<file path="src/rtl/systolic_edge_feeder.sv">
`default_nettype none
// ============================================================================
// Module   : systolic_edge_feeder
// Purpose  : Edge adapter between a word-level valid/ready host interface and
//            the 4-bit nibble streams of one systolic MAC cell. Buffers word
//            pairs in a small FIFO, serialises them MSB nibble first into
//            4-cycle frames with a 4-bit control word, and reassembles the
//            frames the cell returns RET_LAT_FRAMES frames later.
// Options  : SYSTOLIC_FEEDER_TAG_EN - carry a 2-bit launch sequence tag in
//            ctrl[1:0] and flag any out-of-sequence return on tag_err.
// Revision : 1.0 - initial release
// ============================================================================
module systolic_edge_feeder #(
   parameter int FIFO_DEPTH     = 2,
   parameter int RET_LAT_FRAMES = 1
) (
   input  logic        clk,
   input  logic        rst_n,
   input  logic        in_valid,
   output logic        in_ready,
   input  logic [15:0] in_col_word,
   input  logic [1:0]  in_col_addr,
   input  logic [15:0] in_row_word,
   input  logic [1:0]  in_row_addr,
   output logic [3:0]  col_data,
   output logic        col_ctrl,
   output logic [3:0]  row_data,
   output logic        row_ctrl,
   input  logic [3:0]  ret_col_data,
   input  logic        ret_col_ctrl,
   input  logic [3:0]  ret_row_data,
   input  logic        ret_row_ctrl,
   output logic [1:0]  phase,
   output logic        out_valid,
   output logic [15:0] out_col_word,
   output logic [1:0]  out_col_addr,
   output logic [15:0] out_row_word,
   output logic [1:0]  out_row_addr,
   output logic        tag_err
);

   localparam int c_PTR_W  = (FIFO_DEPTH > 1) ? $clog2(FIFO_DEPTH) : 1;
   localparam int c_ENT_W  = 36;
   localparam int c_RCNT_W = $clog2(RET_LAT_FRAMES + 1);
   localparam logic [c_RCNT_W-1:0] c_RET_LAT = c_RCNT_W'(RET_LAT_FRAMES);

   // FIFO entry layout: {col_word, col_addr, row_word, row_addr}
   logic [c_ENT_W-1:0]  r_mem [FIFO_DEPTH];
   logic [c_PTR_W:0]    r_wptr;
   logic [c_PTR_W:0]    r_rptr;
   logic [1:0]          r_phase;

   logic [11:0]         r_col_sh;
   logic [11:0]         r_row_sh;
   logic [2:0]          r_cctrl_sh;
   logic [2:0]          r_rctrl_sh;
   logic [3:0]          r_col_data;
   logic [3:0]          r_row_data;
   logic                r_col_ctrl;
   logic                r_row_ctrl;

   logic [11:0]         r_rc_word;
   logic [11:0]         r_rr_word;
   logic [2:0]          r_rc_ctrl;
   logic [2:0]          r_rr_ctrl;
   logic [c_RCNT_W-1:0] r_ret_cnt;
   logic                r_out_valid;
   logic [15:0]         r_out_col_word;
   logic [1:0]          r_out_col_addr;
   logic [15:0]         r_out_row_word;
   logic [1:0]          r_out_row_addr;

   logic                w_empty;
   logic                w_full;
   logic                w_push;
   logic                w_pop;
   logic                w_launch;
   logic                w_report;
   logic [c_ENT_W-1:0]  w_head;
   logic [c_ENT_W-1:0]  w_lword;
   logic [1:0]          w_ctrl_lo;
   logic [3:0]          w_l_cctrl;
   logic [3:0]          w_l_rctrl;

   assign w_empty  = (r_wptr == r_rptr);
   assign w_full   = (r_wptr[c_PTR_W] != r_rptr[c_PTR_W]) &&
                     (r_wptr[c_PTR_W-1:0] == r_rptr[c_PTR_W-1:0]);
   assign in_ready = !w_full;
   assign w_push   = in_valid && !w_full;
   // Launch happens on the edge that closes phase 3; emptiness is judged on
   // the state before that edge, so a same-edge push waits a whole frame.
   assign w_launch = (r_phase == 2'd3);
   assign w_pop    = w_launch && !w_empty;
   assign w_head   = r_mem[r_rptr[c_PTR_W-1:0]];
   assign w_lword  = w_pop ? w_head : '0;
   assign w_report = w_launch && (r_ret_cnt == c_RET_LAT);

   assign w_l_cctrl = {w_lword[19:18], w_ctrl_lo};
   assign w_l_rctrl = {w_lword[1:0],   w_ctrl_lo};

`ifdef SYSTOLIC_FEEDER_TAG_EN
   logic [1:0] r_tag;
   logic [1:0] r_exp_tag;
   logic       r_tag_err;
   logic [1:0] w_rx_ctag;
   logic [1:0] w_rx_rtag;

   assign w_ctrl_lo = r_tag + 2'd1;
   assign w_rx_ctag = {r_rc_ctrl[0], ret_col_ctrl};
   assign w_rx_rtag = {r_rr_ctrl[0], ret_row_ctrl};
   assign tag_err   = r_tag_err;

   // Launch tag advances on every frame, bubbles included
   always_ff @(posedge clk) begin
      if (!rst_n)        r_tag <= 2'd0;
      else if (w_launch) r_tag <= w_ctrl_lo;
   end

   // Check each reported frame's tags against the expected sequence; sticky error
   always_ff @(posedge clk) begin
      if (!rst_n) begin
         r_exp_tag <= 2'd0;
         r_tag_err <= 1'b0;
      end else if (w_report) begin
         if ((w_rx_ctag != r_exp_tag) || (w_rx_rtag != r_exp_tag))
            r_tag_err <= 1'b1;
         r_exp_tag <= r_exp_tag + 2'd1;
      end
   end
`else
   assign w_ctrl_lo = 2'b00;
   assign tag_err   = 1'b0;
`endif

   // Free-running frame phase
   always_ff @(posedge clk) begin
      if (!rst_n) r_phase <= 2'd0;
      else        r_phase <= r_phase + 2'd1;
   end

   // Input FIFO storage and pointers
   always_ff @(posedge clk) begin
      if (!rst_n) begin
         r_wptr <= '0;
         r_rptr <= '0;
         for (int i = 0; i < FIFO_DEPTH; i++) r_mem[i] <= '0;
      end else begin
         if (w_push) begin
            r_mem[r_wptr[c_PTR_W-1:0]] <= {in_col_word, in_col_addr, in_row_word, in_row_addr};
            r_wptr <= r_wptr + 1'b1;
         end
         if (w_pop) r_rptr <= r_rptr + 1'b1;
      end
   end

   // Serialiser: nibble 0 goes straight to the output at launch, the rest shift out
   always_ff @(posedge clk) begin
      if (!rst_n) begin
         r_col_data <= 4'h0;  r_row_data <= 4'h0;
         r_col_ctrl <= 1'b0;  r_row_ctrl <= 1'b0;
         r_col_sh   <= '0;    r_row_sh   <= '0;
         r_cctrl_sh <= '0;    r_rctrl_sh <= '0;
      end else if (w_launch) begin
         r_col_data <= w_lword[35:32];  r_col_sh <= w_lword[31:20];
         r_row_data <= w_lword[17:14];  r_row_sh <= w_lword[13:2];
         r_col_ctrl <= w_l_cctrl[3];    r_cctrl_sh <= w_l_cctrl[2:0];
         r_row_ctrl <= w_l_rctrl[3];    r_rctrl_sh <= w_l_rctrl[2:0];
      end else begin
         r_col_data <= r_col_sh[11:8];  r_col_sh <= {r_col_sh[7:0], 4'h0};
         r_row_data <= r_row_sh[11:8];  r_row_sh <= {r_row_sh[7:0], 4'h0};
         r_col_ctrl <= r_cctrl_sh[2];   r_cctrl_sh <= {r_cctrl_sh[1:0], 1'b0};
         r_row_ctrl <= r_rctrl_sh[2];   r_rctrl_sh <= {r_rctrl_sh[1:0], 1'b0};
      end
   end

   // Collector: shift in returned nibbles, publish a word pair after the phase-3 sample
   always_ff @(posedge clk) begin
      if (!rst_n) begin
         r_rc_word      <= '0;  r_rr_word      <= '0;
         r_rc_ctrl      <= '0;  r_rr_ctrl      <= '0;
         r_ret_cnt      <= '0;  r_out_valid    <= 1'b0;
         r_out_col_word <= '0;  r_out_col_addr <= '0;
         r_out_row_word <= '0;  r_out_row_addr <= '0;
      end else begin
         r_rc_word   <= {r_rc_word[7:0], ret_col_data};
         r_rr_word   <= {r_rr_word[7:0], ret_row_data};
         r_rc_ctrl   <= {r_rc_ctrl[1:0], ret_col_ctrl};
         r_rr_ctrl   <= {r_rr_ctrl[1:0], ret_row_ctrl};
         r_out_valid <= 1'b0;
         if (w_report) begin
            r_out_valid    <= 1'b1;
            r_out_col_word <= {r_rc_word, ret_col_data};
            r_out_row_word <= {r_rr_word, ret_row_data};
            r_out_col_addr <= r_rc_ctrl[2:1];
            r_out_row_addr <= r_rr_ctrl[2:1];
         end else if (w_launch) begin
            // Frames collected before the pipeline has filled are dropped
            r_ret_cnt <= r_ret_cnt + 1'b1;
         end
      end
   end

   assign phase        = r_phase;
   assign col_data     = r_col_data;
   assign col_ctrl     = r_col_ctrl;
   assign row_data     = r_row_data;
   assign row_ctrl     = r_row_ctrl;
   assign out_valid    = r_out_valid;
   assign out_col_word = r_out_col_word;
   assign out_col_addr = r_out_col_addr;
   assign out_row_word = r_out_row_word;
   assign out_row_addr = r_out_row_addr;

endmodule
`default_nettype wire

</file>
<file path="config.mk">
export PLATFORM = sky130hd
export DESIGN_NAME = systolic_edge_feeder
export DESIGN_NICKNAME = d
export VERILOG_FILES = /design/src/rtl/systolic_edge_feeder.sv
export SDC_FILE = /design/constraint.sdc
export NUM_CORES = 1
export LEC_CHECK = 0
export BUFFER_PORTS_ARGS = -buffer_cell sky130_fd_sc_hd__buf_4
export CELL_PAD_IN_SITES_DETAIL_PLACEMENT = 1
export CELL_PAD_IN_SITES_GLOBAL_PLACEMENT = 2
export CORE_MARGIN = 3
export CORE_UTILIZATION = 40
export CTS_CLUSTER_SIZE = 14
export DETAILED_ROUTE_END_ITERATION = 8
export PLACE_DENSITY = 0.84
export SLEW_MARGIN = 20
export SYNTH_ARGS = -nofsm -noshare
export SYNTH_HDL_FRONTEND = slang
export SYNTH_SLANG_ARGS = --single-unit
</file>
<file path="constraint.sdc">
create_clock -name clk -period 4.59 [get_ports clk]
set_input_delay 0.459 -clock clk [delete_from_list [all_inputs] [get_ports clk]]
set_output_delay 0.459 -clock clk [all_outputs]
set_load 0.05 [all_outputs]
</file>
==> impl_metrics.csv, run 1 <==
group,metric,value,unit
setup_path,crit_path_end_kind,"flop",
synth,synthArstFlopShare,0,%
clock_tree,clk_root_buffer_cell,"sky130_fd_sc_hd__clkbuf_16",
flow_run,max-cap-violations,0,
power,vdd_ir_drop_max,0.278,mV
floorplanning,floorplan.rows,46,
grt,grt_max_degree,43,
synth,top_cells_by_instance_count_after_synthesis,"111 x sky130_fd_sc_hd__dfxtp_1, 104 x sky130_fd_sc_hd__and2_1, 102 x sky130_fd_sc_hd__nand2_1, 72 x sky130_fd_sc_hd__edfxtp_1, 40 x sky130_fd_sc_hd__a21oi_1",
clock_tree,cts_tree,"done",
worst_hold_path,hold_path.startpoint,"ret_row_ctrl",
status,outcome,"finished clean",
synth,main_flop_type_after_synthesis,"sky130_fd_sc_hd__dfxtp_1",
worst_hold_path,holdPathEnd,"r_rr_ctrl[0]$_SDFF_PN0_",
power,power-per-cell-area,425,mW/mm^2
clock_tree,cts.clk_slew.worst_paths,70,ps
setup_path,critPathLaunchType,"flop",
detailed_routing,detail_route.iter0.violations,146,
detailed_routing,drt-wirelength-per-cell,16.0,um
floorplanning,die_boundary_width,134,um
place,dp.final_hpwl,8980,um
sta,post-route-min-period,2600,ps
synth,synth_top_cell_area_share,34.0,%
detailed_routing,antenna_left,0,
finish,finish.net_count,702,
clock_tree,cts.repair_timing.setup_buffer_count,0,
finish,areaGrowthSynthToFinish,23.1,%
synth,synth_area,0.00653,mm^2
sta,skew,6.45,ps
power,p_leak,0.00308,uW
setup_path,criticalPathCategory,"flop to flop",
setup_path,timing.critical_path.required,4640,ps
detailed_routing,met2WireLength,7180,um
setup_path,crit_path_cell_trace,"xor2_2 > a2111oi_4 > buf_4 > nand2b_2",
floorplanning,dieArea,0.0179,mm^2
sta,max_slew_vio_count,0,
detailed_routing,routed_wl,14100,um
setup_path,crit-reg2reg-launch,"r_wptr[1]$_SDFFE_PN0P_",
setup_path,worstPathArrival,2650,ps
finish,fraction_of_layout_instances_using_a_drive_strength_above_1,21.7,%
sta,timing.final.setup_violations,0,
detailed_routing,wl_met1,5730,um
finish,finish.cell_count_without_fillers,881,
floorplanning,num_io_pins,100,
clock_tree,cts_hold_buf,0,
floorplanning,placeableCoreArea,0.0159,mm^2
grt,grt_antenna_before_repair,0,
sta,timing.final.hold_violations,0,
sta,hold-worst-slack,237,ps
finish,finalCoreUtilization,50.4,%
detailed_routing,num_vias,4143,
finish,nFillCells,1725,
synth,syn-num-nets,614,
worst_hold_path,hold_class,"primary input to flop",
synth,synth_top_cells_by_area,"sky130_fd_sc_hd__dfxtp_1 34%, sky130_fd_sc_hd__edfxtp_1 33%, sky130_fd_sc_hd__and2_1 10%",
synth,yosys.area.top_type,"sky130_fd_sc_hd__dfxtp_1",
grt,grt_overflow,0,
clock_tree,clk-insertion-delay-late,430,ps
synth,yosys.cell_count.top_type,"sky130_fd_sc_hd__dfxtp_1",
place,place.detailed.instances,849,
setup_path,worst_r2r_setup_slack,1990,ps
clock_tree,cts_htree_levels,4,
synth,yosysUniqueCellTypes,30,
grt,grt_use_total,16.4,%
synth,synthesis.area_per_instance,11.6,um^2
synth,yosys_register_bits,183,
sta,rsz0062_at_grt,"no",
synth,yosysWarnings,0,
floorplanning,floorplan.initialDensity,40.9,%
place,place.port_buffers,98,
setup_path,reg2reg_depth,4,
grt,vias_in_the_first_global_route,4533,
synth,synth-seq-area-share,67.2,%
sta,timing.setup.tns,0,ps
synth,syn-instance-count,564,
detailed_routing,highest-signal-layer,"met4",
setup_path,critical_path.max_stage_delay,810,ps
detailed_routing,route.detailed.drc,0,
sta,timing.fmax,385,MHz
floorplanning,die-height,134,um
detailed_routing,met3RoutedLength,881,um
clock_tree,cts-resized-gates,0,
synth,number_of_enable_type_register_cells_in_the_synthesized_netlist,72,
sta,setup_ws,1990,ps
sta,tightestPinTransition,1000,ps
setup_path,regToRegEndpoint,"r_mem[0][35]$_SDFFCE_PN0P_",
detailed_routing,drt-vias-per-instance,4.70,
setup_path,critical-path-slowest-cell,"sky130_fd_sc_hd__nand2b_2",
detailed_routing,drt-pass1-iter-count,5,
sta,slew_headroom,33.0,%
grt,grt_pass1_wl,22700,um
place,pre_cts_slack,1610,ps
worst_hold_path,worst_hold_path.num_cells,2,
place,gp_congestion,0.698,
sta,fin_crit_sh,56.6,%
clock_tree,cts_made_buffers,17,
finish,n_antenna_cell,0,
clock_tree,ctsLongestPathBuffers,2,
clock_tree,clock-sinks,183,
setup_path,path_max_fanout,37,
## cell families (layout without fill, tap and decap cells)
| group | count (synthesis) | count (layout) | synth area share (%) |
|---|---|---|---|
| and+or+nand+nor | 227 | 227 | 17.2 |
| muxes | 39 | 39 | 5.98 |
| AOI/OAI and AO/OA | 73 | 73 | 6.29 |
| xor gates and xnor gates | 2 | 2 | 0.384 |
| buffers and inverters | 38 | 139 | 2.68 |
| other | 1 | 1 | 0.0575 |
| adders and majority gates | 1 | 1 | 0.192 |
| DFF | 183 | 183 | 67.2 |
## worst max-delay path by stage
stage                                       from                    endpoint  slack [ps]  cells after the start
final                     r_wptr[1]$_SDFFE_PN0P_  r_mem[0][35]$_SDFFCE_PN0P_        1990                      4
after floorplan                            rst_n   r_mem[0][0]$_SDFFCE_PN0P_        2030                      3
after CTS                 r_wptr[1]$_SDFFE_PN0P_  r_mem[0][35]$_SDFFCE_PN0P_        1960                      4
after global routing      r_rptr[0]$_SDFFE_PN0P_  r_mem[0][20]$_SDFFCE_PN0P_        1760                      4
after detailed placement                   rst_n  r_mem[0][18]$_SDFFCE_PN0P_        1610                      5
after global placement                     rst_n  r_mem[0][18]$_SDFFCE_PN0P_        1680                      5
## layout make-up
| class | count | area (um^2) | area share [%] |
|---|---|---|---|
| clock buffer | 21 | 474 | 5.90 |
| multi-input combinational | 343 | 1990 | 24.8 |
| inverter | 3 | 11.3 | 0.140 |
| clock inverter | 11 | 113 | 1.40 |
| tap | 216 | 270 | 3.37 |
| timing repair buffer | 104 | 785 | 9.77 |
| sequential | 183 | 4390 | 54.6 |
## report_power, final
part	total [uW]	internal [uW]	leakage, uW	switching, uW
clock	1440	809	0.000294	630
combinational	184	77.3	0.00113	107
sequential	1790	1760	0.00166	32.4
total	3410	2640	0.00308	769
## per-stage QoR
| step | area [um^2] | total power (uW) |
|---|---|---|
| after floorplan | 6530 | 1930 |
| after global placement | 7430 | 2000 |
| after detailed placement | 7440 | 2020 |
| after CTS | 8030 | 3460 |
| after global routing | 8030 | 3550 |
| final | 8030 | 3410 |
## sequential cells by signal (all words and copies together), names as in the netlist, 2 cells and up, named ones only
name / cells
r_mem: 72
row_data: 4
r_wptr: 2
r_col_sh: 12
col_data: 4
r_rc_ctrl: 3
out_row_word: 16
out_col_addr: 2
out_col_word: 16
r_row_sh: 12
out_row_addr: 2
r_rc_word: 12
r_rptr: 2
r_rr_word: 12
phase: 2
r_rr_ctrl: 3
## layout by cell type, fill, tap and decap left out, types with 2 or more instances in the layout
cell type / netlist / routed
sky130_fd_sc_hd__o21ai_0: 2 / 2
sky130_fd_sc_hd__edfxtp_1: 72 / 72
sky130_fd_sc_hd__inv_6: 0 / 4
sky130_fd_sc_hd__mux2i_1: 39 / 39
sky130_fd_sc_hd__nand2_1: 102 / 101
sky130_fd_sc_hd__clkinv_2: 0 / 2
sky130_fd_sc_hd__and2_1: 104 / 104
sky130_fd_sc_hd__buf_4: 1 / 103
sky130_fd_sc_hd__nor2_1: 16 / 16
sky130_fd_sc_hd__dfxtp_1: 111 / 110
sky130_fd_sc_hd__clkbuf_16: 0 / 17
sky130_fd_sc_hd__a21oi_1: 40 / 40
sky130_fd_sc_hd__clkinv_4: 0 / 3
sky130_fd_sc_hd__inv_1: 2 / 2
sky130_fd_sc_hd__o21ai_1: 26 / 26
sky130_fd_sc_hd__clkbuf_8: 0 / 3
## layer usage
metal  global-route usage [%]  vias up
li1                         -     2041
met1                     18.3     1988
met2                     28.5       90
met3                     5.89       24
met4                     6.23        0
met5                        0        -
## critical path: cells and delay by family (launching register included)
family,cells,cell delay [ps]
simple gates,1,810
flops,1,430
compound gates,1,390
buf+inv,1,370
xor+xnor,1,210
(Power assumes the default switching activity.)
==> run 2, diff against run 1 <==
--- a/config.mk
+++ b/config.mk
@@ -9,10 +9,10 @@
 export CELL_PAD_IN_SITES_DETAIL_PLACEMENT = 1
 export CELL_PAD_IN_SITES_GLOBAL_PLACEMENT = 2
 export CORE_MARGIN = 3
-export CORE_UTILIZATION = 40
+export CORE_UTILIZATION = 37
 export CTS_CLUSTER_SIZE = 14
 export DETAILED_ROUTE_END_ITERATION = 8
-export PLACE_DENSITY = 0.84
+export PLACE_DENSITY = 0.79
 export SLEW_MARGIN = 20
 export SYNTH_ARGS = -nofsm -noshare
 export SYNTH_HDL_FRONTEND = slang
==> constraint.sdc (replaced) <==
create_clock -name clk -period 2.5 [get_ports clk]
set_input_delay 0.25 -clock clk [delete_from_list [all_inputs] [get_ports clk]]
set_output_delay 0.25 -clock clk [all_outputs]
set_load 0.05 [all_outputs]
==> impl_metrics.csv, run 2 (synthesis gave the netlist of run 1 again) <==
group,metric,value,unit
sta,timing.fmax,492,MHz
finish,areaGrowthSynthToFinish,23.4,%
setup_path,worst_r2r_setup_slack,470,ps
setup_path,criticalPathCategory,"flop to flop",
floorplanning,placeableCoreArea,0.0169,mm^2
place,place.port_buffers,98,
clock_tree,clk-insertion-delay-late,420,ps
floorplanning,num_io_pins,100,
floorplanning,die_boundary_width,139,um
detailed_routing,routed_wl,14400,um
place,gp_congestion,0.711,
detailed_routing,drt-wirelength-per-cell,16.2,um
power,power-per-cell-area,757,mW/mm^2
floorplanning,dieArea,0.0193,mm^2
setup_path,critical_path.max_stage_delay,430,ps
setup_path,regToRegEndpoint,"r_mem[0][28]$_SDFFCE_PN0P_",
detailed_routing,antenna_left,0,
finish,finish.net_count,707,
grt,grt_antenna_before_repair,0,
setup_path,crit_path_end_kind,"flop",
sta,timing.setup.tns,0,ps
clock_tree,cts_made_buffers,17,
setup_path,critPathLaunchType,"flop",
detailed_routing,route.detailed.drc,0,
finish,regMostFlops,"r_mem",
sta,timing.final.hold_violations,0,
place,dp.final_hpwl,8970,um
setup_path,path_max_fanout,23,
clock_tree,clk_root_buffer_cell,"sky130_fd_sc_hd__clkbuf_16",
floorplanning,floorplan.rows,47,
setup_path,timing.critical_path.required,2610,ps
sta,skew,8.60,ps
finish,n_antenna_cell,0,
clock_tree,cts-resized-gates,0,
flow_run,max-cap-violations,0,
sta,max_slew_vio_count,0,
setup_path,worstPathArrival,2150,ps
finish,finish.cell_count_without_fillers,890,
finish,fraction_of_layout_instances_using_a_drive_strength_above_1,21.3,%
setup_path,crit-reg2reg-launch,"r_wptr[1]$_SDFFE_PN0P_",
setup_path,critical-path-slowest-cell,"sky130_fd_sc_hd__nand2b_2",
grt,grt_max_degree,43,
clock_tree,cts.clk_slew.worst_paths,70,ps
grt,grt_use_total,15.4,%
finish,largest_register_ffs,72,
clock_tree,cts_htree_levels,4,
worst_hold_path,hold_class,"primary input to flop",
sta,fin_crit_sh,81.3,%
clock_tree,cts_tree,"done",
sta,tightestPinTransition,526,ps
clock_tree,cts.repair_timing.setup_buffer_count,0,
detailed_routing,drt-vias-per-instance,4.70,
detailed_routing,num_vias,4186,
setup_path,crit_end,"r_mem[0][28]$_SDFFCE_PN0P_",
grt,vias_in_the_first_global_route,4629,
clock_tree,clock-sinks,183,
detailed_routing,drt-pass1-iter-count,4,
setup_path,crit_path_cell_trace,"xor2_2 > a2111oi_4 > nand2b_2 > buf_12",
place,place.detailed.instances,858,
setup_path,critPathLaunch,"r_wptr[1]$_SDFFE_PN0P_",
sta,rsz0062_at_grt,"no",
setup_path,reg2reg_depth,4,
status,outcome,"finished clean",
sta,post-route-min-period,2030,ps
power,vdd_ir_drop_max,0.486,mV
sta,slew_headroom,64.9,%
grt,grt_overflow,0,
sta,timing.final.setup_violations,0,
clock_tree,cts_hold_buf,0,
detailed_routing,detail_route.iter0.violations,151,
finish,layout.cells.most_common_list,"110 x sky130_fd_sc_hd__dfxtp_1, 106 x sky130_fd_sc_hd__buf_4, 104 x sky130_fd_sc_hd__and2_1, 101 x sky130_fd_sc_hd__nand2_1, 72 x sky130_fd_sc_hd__edfxtp_1",
grt,grt_pass1_wl,23600,um
floorplanning,floorplan.initialDensity,38.5,%
power,p_leak,0.00308,uW
clock_tree,ctsLongestPathBuffers,2,
finish,mostFrequentLayoutCell,"sky130_fd_sc_hd__dfxtp_1",
floorplanning,die-height,139,um
-- run 2: changes by cell type in the layout (fill, tap and decap cells not counted), sizes merged --
cell / delta
clkbuf: -3
clkinv: +5
inv: -4
clkinvlp: +2
buf: +5
-- run 2: metal layers --
metal  wire (um)  part of all wire (%)  global-route usage [%]
met2        7270                    51                    27.1
met5           0                     0                       0
met3        1010                   7.0                    7.00
met1        6000                    42                    17.0
met4         113                  0.78                    3.60
-- run 2: stage by stage --
step           instance area, um^2  hold slack [ps]  setup WS [ps]  total power [uW]  utilization [%]
2_1_floorplan                 6530              372            356              3550                -
6_report                      8060             41.1            466              6100             47.6
5_1_grt                       8060             19.8            325              6350             47.6
4_1_cts                       8060             25.8            444              6170             47.6
3_3_place_gp                  7520              416            534              3700             44.4
3_5_place_dp                  7520              425            467              3720             44.4
-- run 2: final cells by class --
cell class                      instances  area (um^2)
Clock buffer                           18          429
Clock inverter                         14          109
Fill cell                            1835         8880
Inverter                                3         11.3
Multi-Input combinational cell        343         1990
Sequential cell                       183         4390
Tap cell                              220          275
Timing Repair Buffer                  109          856
-- run 2: where the power goes --
group | switching (uW) | internal [uW] | total [uW]
clock | 1100 | 1360 | 2450
combinational | 218 | 155 | 373
sequential | 43.5 | 3230 | 3270
total | 1360 | 4740 | 6100
-- run 2: critical path: cells and delay by family (launching register included) --
kind / cells / cell delay, ps
AOI/OAI and AO/OA: 1 / 410
xor gates and xnor gates: 1 / 210
buffers and inverters: 1 / 240
DFF: 1 / 420
and+or+nand+nor: 1 / 430
-- run 2: how the worst min path moves through the flow --
stage / depth (start not counted) / endpoint / slack [ps] / startpoint
2_1_floorplan: 1 / r_rc_word[0]$_SDFF_PN0_ / 370 / ret_col_data[0]
3_3_place_gp: 2 / r_col_sh[11]$_SDFF_PN0_ / 420 / r_col_sh[7]$_SDFF_PN0_
3_5_place_dp: 1 / r_rr_ctrl[1]$_SDFF_PN0_ / 420 / r_rr_ctrl[0]$_SDFF_PN0_
4_1_cts: 2 / r_rr_word[1]$_SDFF_PN0_ / 30 / ret_row_data[1]
5_1_grt: 2 / r_rc_word[1]$_SDFF_PN0_ / 20 / ret_col_data[1]
6_report: 2 / r_rc_word[1]$_SDFF_PN0_ / 40 / ret_col_data[1]
==> run 3, diff against run 2 <==
==> constraint.sdc (replaced) <==
create_clock -name clk -period 1.98 [get_ports clk]
set_input_delay 0.198 -clock clk [delete_from_list [all_inputs] [get_ports clk]]
set_output_delay 0.198 -clock clk [all_outputs]
set_load 0.05 [all_outputs]
==> impl_metrics.csv, run 3 (synthesis gave the netlist of run 1 again) <==
group,metric,value,unit
setup_path,critPathLaunchType,"flop",
place,gp_congestion,0.729,
finish,multi_input_logic_area,0.00201,mm^2
floorplanning,num_io_pins,100,
worst_hold_path,hold_class,"primary input to flop",
finish,largest_register_ffs,72,
power,sw_frac_of_total,22.3,%
place,pre_cts_slack,244,ps
setup_path,worstPathArrival,1670,ps
setup_path,crit_path_end_kind,"output port",
sta,fin_crit_sh,94.2,%
sta,timing.fmax,536,MHz
sta,max_slew_vio_count,0,
power,power,8100,uW
grt,grt_antenna_before_repair,0,
grt,grt_pass1_wl,23800,um
sta,timing.final.hold_violations,0,
sta,timing.setup.tns,0,ps
setup_path,criticalPathCategory,"flop to output port",
power,p_comb_share,6.1,%
place,place.port_buffers,98,
finish,regMostFlops,"r_mem",
setup_path,crit_end,"in_ready",
detailed_routing,routed_wl,14500,um
sta,timing.final.setup_violations,0,
setup_path,path_max_fanout,8,
detailed_routing,drt-vias-per-instance,4.68,
sta,skew,7.06,ps
power,power.sequential.fraction,51.1,%
detailed_routing,drt-pass1-iter-count,4,
power,vdd_ir_drop_max,0.638,mV
setup_path,timing.critical_path.required,1780,ps
clock_tree,cts_tree,"done",
finish,fraction_of_layout_instances_using_a_drive_strength_above_1,22.3,%
grt,grt_max_degree,42,
finish,finalCoreUtilization,49.2,%
setup_path,crit-reg2reg-launch,"r_rptr[1]$_SDFFE_PN0P_",
floorplanning,die-height,139,um
floorplanning,placeableCoreArea,0.0169,mm^2
setup_path,critPathLaunch,"r_rptr[0]$_SDFFE_PN0P_",
detailed_routing,antenna_left,0,
clock_tree,ctsLongestPathBuffers,2,
detailed_routing,route.detailed.drc,0,
finish,areaGrowthSynthToFinish,27.7,%
sta,post-route-min-period,1860,ps
finish,n_antenna_cell,0,
finish,layout.cells.most_common_list,"110 x sky130_fd_sc_hd__dfxtp_1, 105 x sky130_fd_sc_hd__buf_4, 104 x sky130_fd_sc_hd__and2_1, 101 x sky130_fd_sc_hd__nand2_1, 72 x sky130_fd_sc_hd__edfxtp_1",
setup_path,worst_r2r_setup_slack,230,ps
clock_tree,cts.clk_slew.worst_paths,70,ps
detailed_routing,detail_route.iter0.violations,146,
finish,finish.net_count,720,
power,p_leak,0.00321,uW
power,power.switching,1800,uW
clock_tree,clock-sinks,183,
finish,layout.area.seq,0.00439,mm^2
status,outcome,"finished clean",
clock_tree,clk_root_buffer_cell,"sky130_fd_sc_hd__clkbuf_16",
place,dp.final_hpwl,9430,um
clock_tree,cts_made_buffers,17,
grt,grt_use_total,15.6,%
finish,mostFrequentLayoutCell,"sky130_fd_sc_hd__dfxtp_1",
flow_run,max-cap-violations,0,
detailed_routing,num_vias,4225,
sta,setup_ws,116,ps
grt,vias_in_the_first_global_route,4617,
sta,hold-worst-slack,52.5,ps
clock_tree,cts_htree_levels,4,
sta,rsz0062_at_grt,"no",
detailed_routing,drt-wirelength-per-cell,16.1,um
floorplanning,floorplan.rows,47,
power,power_frac_clock,42.8,%
grt,grt_overflow,0,
finish,nFillCells,1801,
power,power-per-cell-area,972,mW/mm^2
floorplanning,die_boundary_width,139,um
floorplanning,floorplan.initialDensity,38.5,%
power,p_int,6300,uW
clock_tree,clk-insertion-delay-late,430,ps
setup_path,regToRegEndpoint,"r_mem[0][2]$_SDFFCE_PN0P_",
setup_path,reg2reg_depth,4,
floorplanning,dieArea,0.0193,mm^2
==> run 3: metal layers <==
metal	vias to the layer above	GRT usage, %	part of all wire, %
li1	2079	-	-
met5	-	0	0
met1	2054	17.6	41
met3	15	6.00	6.3
met2	77	26.8	51
met4	0	5.61	1.2
==> run 3: power groups by stage <==
| stage | combinational (uW) | sequential [uW] | clock (uW) |
|---|---|---|---|
| floorplan | 265 | 4220 | 0 |
| global placement | 469 | 4210 | 0 |
| detailed placement | 483 | 4220 | 0 |
| CTS | 503 | 4140 | 3550 |
| global route | 544 | 4150 | 3720 |
| finish | 493 | 4140 | 3470 |
==> run 3: area by class of cell <==
cell class	count	area share (%)
clock buffers	23	6.64
clock inverters	9	0.871
multi-input cells	343	24.1
well taps	220	3.30
flip-flops and latches	183	52.6
repair buffers	122	12.3
inverters	3	0.135
==> run 3: worst min path at each step <==
stage / start / end / slack [ps] / cells past startpoint
6_report: in_row_word[10] / r_mem[1][12]$_SDFFCE_PN0P_ / 50 / 2
4_1_cts: in_row_word[10] / r_mem[0][12]$_SDFFCE_PN0P_ / 30 / 2
2_1_floorplan: ret_col_data[0] / r_rc_word[0]$_SDFF_PN0_ / 320 / 1
3_5_place_dp: ret_row_ctrl / r_rr_ctrl[0]$_SDFF_PN0_ / 410 / 2
5_1_grt: in_row_word[8] / r_mem[0][10]$_SDFFCE_PN0P_ / 30 / 2
3_3_place_gp: ret_row_data[1] / r_rr_word[1]$_SDFF_PN0_ / 410 / 2
==> run 3: metrics by stage <==
step,cell area [um^2],std cells
2_1_floorplan,6540,564
3_3_place_gp,7600,861
3_5_place_dp,7600,861
4_1_cts,8320,903
5_1_grt,8330,903
6_report,8330,903
==> run 3: worst max-delay path, stage by stage (launching register included) <==
cell                       delay, ps
sky130_fd_sc_hd__dfxtp_1         510
sky130_fd_sc_hd__xor2_1          300
sky130_fd_sc_hd__nand2b_1        200
sky130_fd_sc_hd__buf_4           220
==> run 3: repair_timing <==
item	in CTS	in global routing
setup buffers	0	0
setup endpoints to repair	0	1
resized for setup	0	1
hold buffers	10	0
endpoints found under the hold margin	13	0
